File: src/rtl/rtc_defs_pkg.sv
// Shared job indices, state encoding and arbitration helper for the RTC
// scheduler and the bus mux that follows bus_sel.
package rtc_defs;

  localparam logic [1:0] JOB_INIT  = 2'd0;
  localparam logic [1:0] JOB_WR    = 2'd1;
  localparam logic [1:0] JOB_HORA  = 2'd2;
  localparam logic [1:0] JOB_FECHA = 2'd3;
  localparam int         NJOBS     = 4;

  localparam logic [1:0] ST_IDLE_ENC   = 2'd0;
  localparam logic [1:0] ST_LAUNCH_ENC = 2'd1;
  localparam logic [1:0] ST_WAIT_ENC   = 2'd2;
  localparam logic [1:0] ST_GAP_ENC    = 2'd3;

  typedef enum logic [1:0] {
    ST_IDLE   = ST_IDLE_ENC,
    ST_LAUNCH = ST_LAUNCH_ENC,
    ST_WAIT   = ST_WAIT_ENC,
    ST_GAP    = ST_GAP_ENC
  } state_e;

  // Fixed priority: lowest index wins.
  function automatic logic [1:0] pick_job(input logic [NJOBS-1:0] p);
    logic [1:0] k;
    k = JOB_FECHA;
    if (p[2]) k = JOB_HORA;
    if (p[1]) k = JOB_WR;
    if (p[0]) k = JOB_INIT;
    return k;
  endfunction

endpackage

File: src/rtl/rtc_tick_gen.sv
// Periodic read prescaler: tick_hora on every prescaler wrap, tick_fecha on
// every FECHA_DIV-th wrap.
module rtc_tick_gen #(
  parameter int TICK_CYCLES = 100000,
  parameter int FECHA_DIV   = 8
) (
  input  logic clk,
  input  logic reset,
  input  logic auto_en_i,
  output logic tick_hora_o,
  output logic tick_fecha_o
);

  localparam int PW = (TICK_CYCLES > 1) ? $clog2(TICK_CYCLES) : 1;
  localparam int DW = (FECHA_DIV > 1) ? $clog2(FECHA_DIV) : 1;

  logic [PW-1:0] cnt_q, cnt_d;
  logic [DW-1:0] div_q, div_d;
  logic          wrap, div_last;

  assign wrap     = auto_en_i && (cnt_q == PW'(TICK_CYCLES - 1));
  assign div_last = (div_q == DW'(FECHA_DIV - 1));

  always_comb begin
    cnt_d = cnt_q;
    div_d = div_q;
    if (!auto_en_i || wrap) cnt_d = '0;
    else                    cnt_d = cnt_q + 1'b1;
    // The divider only advances on wraps, so it keeps its phase across auto_en gaps.
    if (wrap) div_d = div_last ? '0 : div_q + 1'b1;
  end

  always_ff @(posedge clk) begin
    if (!reset) begin
      cnt_q <= '0;
      div_q <= '0;
    end else begin
      cnt_q <= cnt_d;
      div_q <= div_d;
    end
  end

  assign tick_hora_o  = wrap;
  assign tick_fecha_o = wrap && div_last;

endmodule

File: src/rtl/rtc_access_scheduler.sv
// Arbitrates init / write / periodic-read jobs onto the single RTC bus:
// one job at a time, with a completion timeout and a recovery gap.
module rtc_access_scheduler
  import rtc_defs::*;
#(
  parameter int TICK_CYCLES    = 100000,
  parameter int FECHA_DIV      = 8,
  parameter int TIMEOUT_CYCLES = 63,
  parameter int GAP_CYCLES     = 2
) (
  input  logic       clk,
  input  logic       reset,
  input  logic       init_req,
  input  logic       wr_req,
  input  logic       auto_en,
  input  logic [3:0] done_vec,
  output logic [3:0] go,
  output logic [1:0] bus_sel,
  output logic       busy,
  output logic [3:0] pend,
  output logic       timeout_err
);

  localparam int WW = $clog2(TIMEOUT_CYCLES + 1);
  localparam int GW = $clog2(GAP_CYCLES + 1);

  state_e        state_q, state_d;
  logic [1:0]    job_q, job_d;
  logic [3:0]    pend_q, pend_d, pend_clr;
  logic [WW-1:0] wcnt_q, wcnt_d;
  logic [GW-1:0] gcnt_q, gcnt_d;
  logic          err_q, err_d;
  logic          tick_hora, tick_fecha;

  rtc_tick_gen #(
    .TICK_CYCLES (TICK_CYCLES),
    .FECHA_DIV   (FECHA_DIV)
  ) u_tick (
    .clk          (clk),
    .reset        (reset),
    .auto_en_i    (auto_en),
    .tick_hora_o  (tick_hora),
    .tick_fecha_o (tick_fecha)
  );

  always_comb begin
    state_d  = state_q;
    job_d    = job_q;
    wcnt_d   = wcnt_q;
    gcnt_d   = gcnt_q;
    err_d    = err_q;
    pend_clr = '0;
    case (state_q)
      ST_IDLE: if (|pend_q) begin
        job_d   = pick_job(pend_q);
        state_d = ST_LAUNCH;
      end
      ST_LAUNCH: begin
        pend_clr = 4'b0001 << job_q;
        wcnt_d   = '0;
        if (job_q == JOB_INIT) err_d = 1'b0;
        state_d  = ST_WAIT;
      end
      ST_WAIT: begin
        if (done_vec[job_q]) begin
          gcnt_d  = '0;
          state_d = ST_GAP;
        end else if (wcnt_q == WW'(TIMEOUT_CYCLES - 1)) begin
          err_d   = 1'b1;
          gcnt_d  = '0;
          state_d = ST_GAP;
        end else begin
          wcnt_d = wcnt_q + 1'b1;
        end
      end
      ST_GAP: begin
        if (gcnt_q == GW'(GAP_CYCLES - 1)) state_d = ST_IDLE;
        else                               gcnt_d  = gcnt_q + 1'b1;
      end
      default: state_d = ST_IDLE;
    endcase
    // New requests win over the launch clear so a same-cycle repeat is not lost.
    pend_d = (pend_q & ~pend_clr) | {tick_fecha, tick_hora, wr_req, init_req};
  end

  always_ff @(posedge clk) begin
    if (!reset) begin
      state_q <= ST_IDLE;
      job_q   <= '0;
      pend_q  <= '0;
      wcnt_q  <= '0;
      gcnt_q  <= '0;
      err_q   <= 1'b0;
    end else begin
      state_q <= state_d;
      job_q   <= job_d;
      pend_q  <= pend_d;
      wcnt_q  <= wcnt_d;
      gcnt_q  <= gcnt_d;
      err_q   <= err_d;
    end
  end

  // Gated by reset so a reset landing on LAUNCH never emits a start pulse.
  assign go          = ((state_q == ST_LAUNCH) && reset) ? (4'b0001 << job_q) : 4'b0000;
  assign busy        = (state_q != ST_IDLE);
  assign bus_sel     = job_q;
  assign pend        = pend_q;
  assign timeout_err = err_q;

endmodule

File: config.mk
export PLATFORM = sky130hd
export DESIGN_NAME = rtc_access_scheduler
export DESIGN_NICKNAME = d
export VERILOG_FILES = /design/src/rtl/rtc_defs_pkg.sv /design/src/rtl/rtc_tick_gen.sv /design/src/rtl/rtc_access_scheduler.sv
export SDC_FILE = /design/constraint.sdc
export NUM_CORES = 1
export LEC_CHECK = 0
export CAP_MARGIN = 0
export CORE_MARGIN = 3
export CORE_UTILIZATION = 55
export CTS_CLUSTER_DIAMETER = 30
export DETAILED_ROUTE_END_ITERATION = 8
export GPL_TIMING_DRIVEN = 0
export HOLD_SLACK_MARGIN = 0.05
export PLACE_DENSITY = 0.78
export SETUP_SLACK_MARGIN = 0.4
export SLEW_MARGIN = 10
export SYNTH_ARGS = -nofsm -noshare
export SYNTH_HDL_FRONTEND = slang
export SYNTH_SLANG_ARGS = --single-unit
File: constraint.sdc
create_clock -name clk -period 4.35 [get_ports clk]
set_input_delay 1.305 -clock clk [delete_from_list [all_inputs] [get_ports clk]]
set_output_delay 1.305 -clock clk [all_outputs]
set_load 0.05 [all_outputs]
Word level (Yosys, flattened, before mapping)
Index checks and enable logic that the tools add are counted.
- bitwise logic cells: 4
- reductions and logical operators: 17
- magnitude comparators: 1
- equality and inequality tests: 15
- multiplexer cells: 24
- add/sub/neg operators: 4
- shift-type cells: 1
- operator list (kind ; number):
    2-to-1 mux 2 bit ; 9
    adder 17 x 1 -> 17 bit, second input constant ; 1
    == test 17 bit, second input constant ; 1
    inequality test 2 bit, second input constant ; 7
    2-to-1 mux 6 bit ; 2
    one-hot mux 6 bit (2 select lines) ; 1
    AND reduction 3 bit ; 3
    2-to-1 mux 4 bit ; 2
    one-hot mux 2 bit (4 select lines) ; 1
    adder 6 x 1 -> 6 bit, second input constant ; 1
    == test 6 bit, second input constant ; 1
    nonzero test 2 bit ; 3
    2-to-1 mux 1 bit ; 5
    AND 4 bit ; 1
    == test 2 x 1 -> 1 bit, second input constant ; 2
    == test 2 bit, second input constant ; 2
    logical NOT 2 bit ; 2
    inverter 4 bit ; 1
    bitwise OR 4 bit ; 1
    one-hot mux 2 bit (2 select lines) ; 1
    AND reduction 4 bit ; 1
    OR reduction 4 bit ; 1
    << shifter 1 x 2 -> 4 bit, first input constant ; 1
    adder 3 x 1 -> 3 bit, second input constant ; 1
    13 further kinds ; 15
- flip-flop bits (word level): 37
- bits of input ports: 9
- word-level logic and storage cells: 74
- output and inout bits: 12

Depth between registers and ports, before layout
- depth after elaboration: 5
- mapped depth: 8

By module
A second synthesis with hierarchy kept.
- cell total of the unflattened synthesis: 220
- area total of the unflattened synthesis: 1960.6 um^2
- modules (own cells, without submodules) (module ; sequential area each (um^2) ; cells an instance ; instances ; area each (um^2)):
    rtc_access_scheduler ; 340.3 ; 113 ; 1 ; 987.2
    rtc_tick_gen ; 400.4 ; 107 ; 1 ; 973.4

Least setup slack after synthesis
Ideal clock, no wire load.
- path kind: input port to output port
- start point: in reset
- end point: out go[1]
- cell stages on the path: 4
- path buffers: 2
- setup slack: 7 ps
- arrival time: 3038 ps
- data required time: 3045 ps
- cell sequence: clkbuf_1 -> clkbuf_1 -> nand2_1 -> nor3b_1
- word-level cells in the longest chain between the ends: 2
- ends and longest elaborated chain (element ; line ; source):
    from (decl) ; rtc_access_scheduler.sv:12 ; input logic reset,
    logical AND 1 bit ; rtc_access_scheduler.sv:105 ; assign go = ((state_q == ST_LAUNCH) && reset) ? (4'b0001 << job_q) : 4'b0000;
    2-to-1 mux 4 bit ; rtc_access_scheduler.sv:105 ;
    to (decl) ; rtc_access_scheduler.sv:17 ; output logic [3:0] go,
No other way between the ends.

Worst setup path after layout
- start point: in reset
- end point: out go[3]
Same word-level chain as after synthesis.

==> impl_metrics.toml <==
[cells_and_area]
final_cell_area_sq_um = 2163
layout-drive-gt1-share_pct = 9.959
final_nets = 261
fillers = 278
multi_input_comb_area_sq_um = 1064
final_cell_mix = "37 x dfxtp_1, 27 x nor2_1, 26 x nand2_1"
stdcell_count = 285
seq_area_sq_um = 740.7
area_growth_pct = 15.96
layout_commonest_cell = "dfxtp_1"
n_antenna_cell = 0

[sta]
clock_skew_ps = 10.82
period_share_pct = 85.54
hold_viol_final = 0
fin_crit_ps = 3721
worstMarginPinSlew_ps = 509.6
fin_tns_setup_ps = 0
slew_violations = 0
rsz0062_at_grt = "no"
clock.fmax_mhz = 268.7
slew_headroom_pct = 65.82
setup_violations = 0

[logic_synthesis]
synth_cell_type_count = 38
synth_seq_cells = 37
syn_area_sq_um = 1866
syn_nets = 235
syn_avg_cell_area_sq_um = 8.677
ys_warn_count = 0
yosysSeqAreaShare_pct = 39.70
synthCells = 215

[worst_setup_path]
rr_startpoint = "u_tick.cnt_q[0]"
worst-path-buf-inv = 3
critPathMaxFanout = 10
critPathRequiredTime_ps = 3040
crit_slowest_cell = "clkdlybuf4s15_2"
end_kind = "primary output"
cp_cell_sequence = "clkbuf_1 -> clkbuf_2 -> nand2_1 -> nor2_1 -> clkdlybuf4s15_2"
max_stage_delay_ps = 380
crit_arrival_ps = 2420
start_kind = "input pin"
critPathKind = "in2out"
cpLargestDelayFamily = "buffers and inverters"
startpoint = "reset"

[global_route]
grt_max_degree = 11
use_met2_pct = 33.89
grt_usage_pct = 19.47
grt_most_used_layer = "met2"
grt-ovfl-total = 0
antenna_found_initial = 0
grt_pass1_vias = 1489
use_met3_pct = 6.151
grt_first_pass_wirelength_microns = 6361
grtUsageMet1_pct = 22.06

[hold_path]
worstHoldStart = "u_tick.cnt_q[0]"
hold_path.class = "reg2reg"

[power_and_ir_drop]
clock_power_share_pct = 22.6
p_per_area_nw_per_um2 = 368.3
switchingPower_uw = 273.8
swShare_pct = 34.36
power.internal_uw = 523.0
pwr-share-comb_pct = 30.1
power.total_uw = 796.7
power_frac_seq_pct = 47.3
p_leak_uw = 0.0007943
peakVddDrop_mv = 0.2442

[floorplanning]
num_io_pins = 21
core_sq_um = 3153
dieArea_sq_um = 4127
die_h_microns = 64.24
die_w_microns = 64.24
num_rows = 20
initial_core_util_pct = 59.17

[place]
gp_congestion = 0.8041
dp_cells = 278
numPortBuffers = 19
hpwl_microns = 2674
post_dp_cell_area_sq_um = 2121

[routing]
drc = 0
first_pass_iters = 4
viasPerCell = 5.572
drt_iter0_markers = 125
routedWlPerCell_microns = 12.67
vias = 1588
routed_wl_microns = 3611
ant_nets = 0

[clocking]
clk_pin_slew_ps = 100
cts_buffers = 5
cts_tree = "yes"
max-clock-path-buffers = 2
post_cts_buffers = 0
root_buffer = "clkbuf_4"
cts.sinks = 37
htree_levels = 2
clock_latency_ps = 340

[run]
drv_cap = 0

[outcome]
outcome = "completed"
[Yosys cell counts]
cell | instances | area (sq um)
o21ai_0 | 9 | 45.04
mux2i_1 | 7 | 70.07
clkbuf_1 | 6 | 22.52
nand2b_1 | 1 | 6.260
mux2_2 | 2 | 22.52
nand4_1 | 8 | 50.05
xor2_1 | 6 | 52.55
nor2_1 | 27 | 101.4
nand2_1 | 26 | 97.59
or3_1 | 4 | 25.02
o41ai_1 | 1 | 8.760
a31o_2 | 2 | 17.52
a221oi_1 | 1 | 8.760
xnor2_1 | 6 | 52.55
or3b_2 | 2 | 17.52
nor3_1 | 4 | 20.02
a211o_4 | 1 | 17.52
and4_1 | 3 | 26.28
and2_1 | 1 | 6.260
or4_1 | 2 | 15.01
buf_6 | 1 | 11.26
ha_1 | 11 | 137.6
nand3_1 | 8 | 40.04
nor4_1 | 2 | 12.51
dfxtp_1 | 37 | 740.7
a211oi_1 | 2 | 15.01
o21ba_2 | 1 | 10.01
clkinv_1 | 1 | 3.750
o221a_2 | 1 | 11.26
o2111ai_1 | 2 | 17.52
o21a_1 | 1 | 7.510
nand3b_1 | 3 | 22.52
nor3b_1 | 2 | 15.01
nor4b_1 | 2 | 17.52
and3_1 | 3 | 18.77
inv_1 | 9 | 33.78
a21oi_1 | 9 | 45.04
mux4_2 | 1 | 22.52
[logic make-up (layout without fill, tap and decap cells)]
group	Yosys count	count (layout)	synth area share (%)
mux	10	10	6.170
simple gates	98	98	26.36
xor+xnor	12	12	5.634
flops	37	37	39.70
compound gates	30	30	10.93
fa+ha+maj	11	11	7.377
buf+inv	17	43	3.822
[cell type report]
class                   count  share of cell area [%]
multi-input cells         161                   49.16
flip-flops and latches     37                   34.24
repair buffers             19                   8.155
clock buffers               7                   2.545
plain buffers               7                   1.619
inverters                  10                   1.735
well taps                  44                   2.545
[routing by layer]
layer / routed length (microns) / vias up / part of all wire [%]
met5: 0 / - / 0
met4: 42 / 0 / 1.2
met3: 229 / 5 / 6.3
met2: 1703 / 46 / 47
met1: 1635 / 722 / 45
li1: - / 815 / -
[final timing paths]
path | cells after the start | endpoint | slack (ps)
setup reg to reg | 8 | u_tick.cnt_q[13] | 2070
hold / removal | 1 | u_tick.cnt_q[0] | 450
setup / recovery | 5 | go[3] | 630
hold reg to reg | 1 | u_tick.cnt_q[0] | 450
[repair_timing]
| action | in CTS | in global routing |
|---|---|---|
| hold buffers | 0 | 0 |
| gates resized for setup | 6 | 8 |
| cloned | 0 | 0 |
| setup endpoints to repair | 4 | 4 |
[power groups by stage]
stage               registers [uW]  logic (uW)  clock network [uW]
floorplan                      404         155                   0
global placement               384         239                   0
global route                   380         261                 200
CTS                            377         242                 190
detailed placement             385         243                   0
finish                         377         240                 180
[flip-flops by register name (all words and copies together) (netlist names)]
name and flops:
u_tick.cnt_q 17, wcnt_q 6, pend 4, u_tick.div_q 3, bus_sel 2, gcnt_q 2
state_q 2, timeout_err 1
[stage by stage]
stage          utilization [%]  worst slack (ps)  hold slack (ps)
6_report                 68.61             628.8            454.8
5_1_grt                  68.61             501.9            497.2
4_1_cts                  68.93             255.7            464.2
3_5_place_dp             67.26            -28.35            439.9
3_3_place_gp             67.26            -5.304            432.7
2_1_floorplan                -             481.7            417.5
No activity file was read; power rests on OpenSTA's default activity.
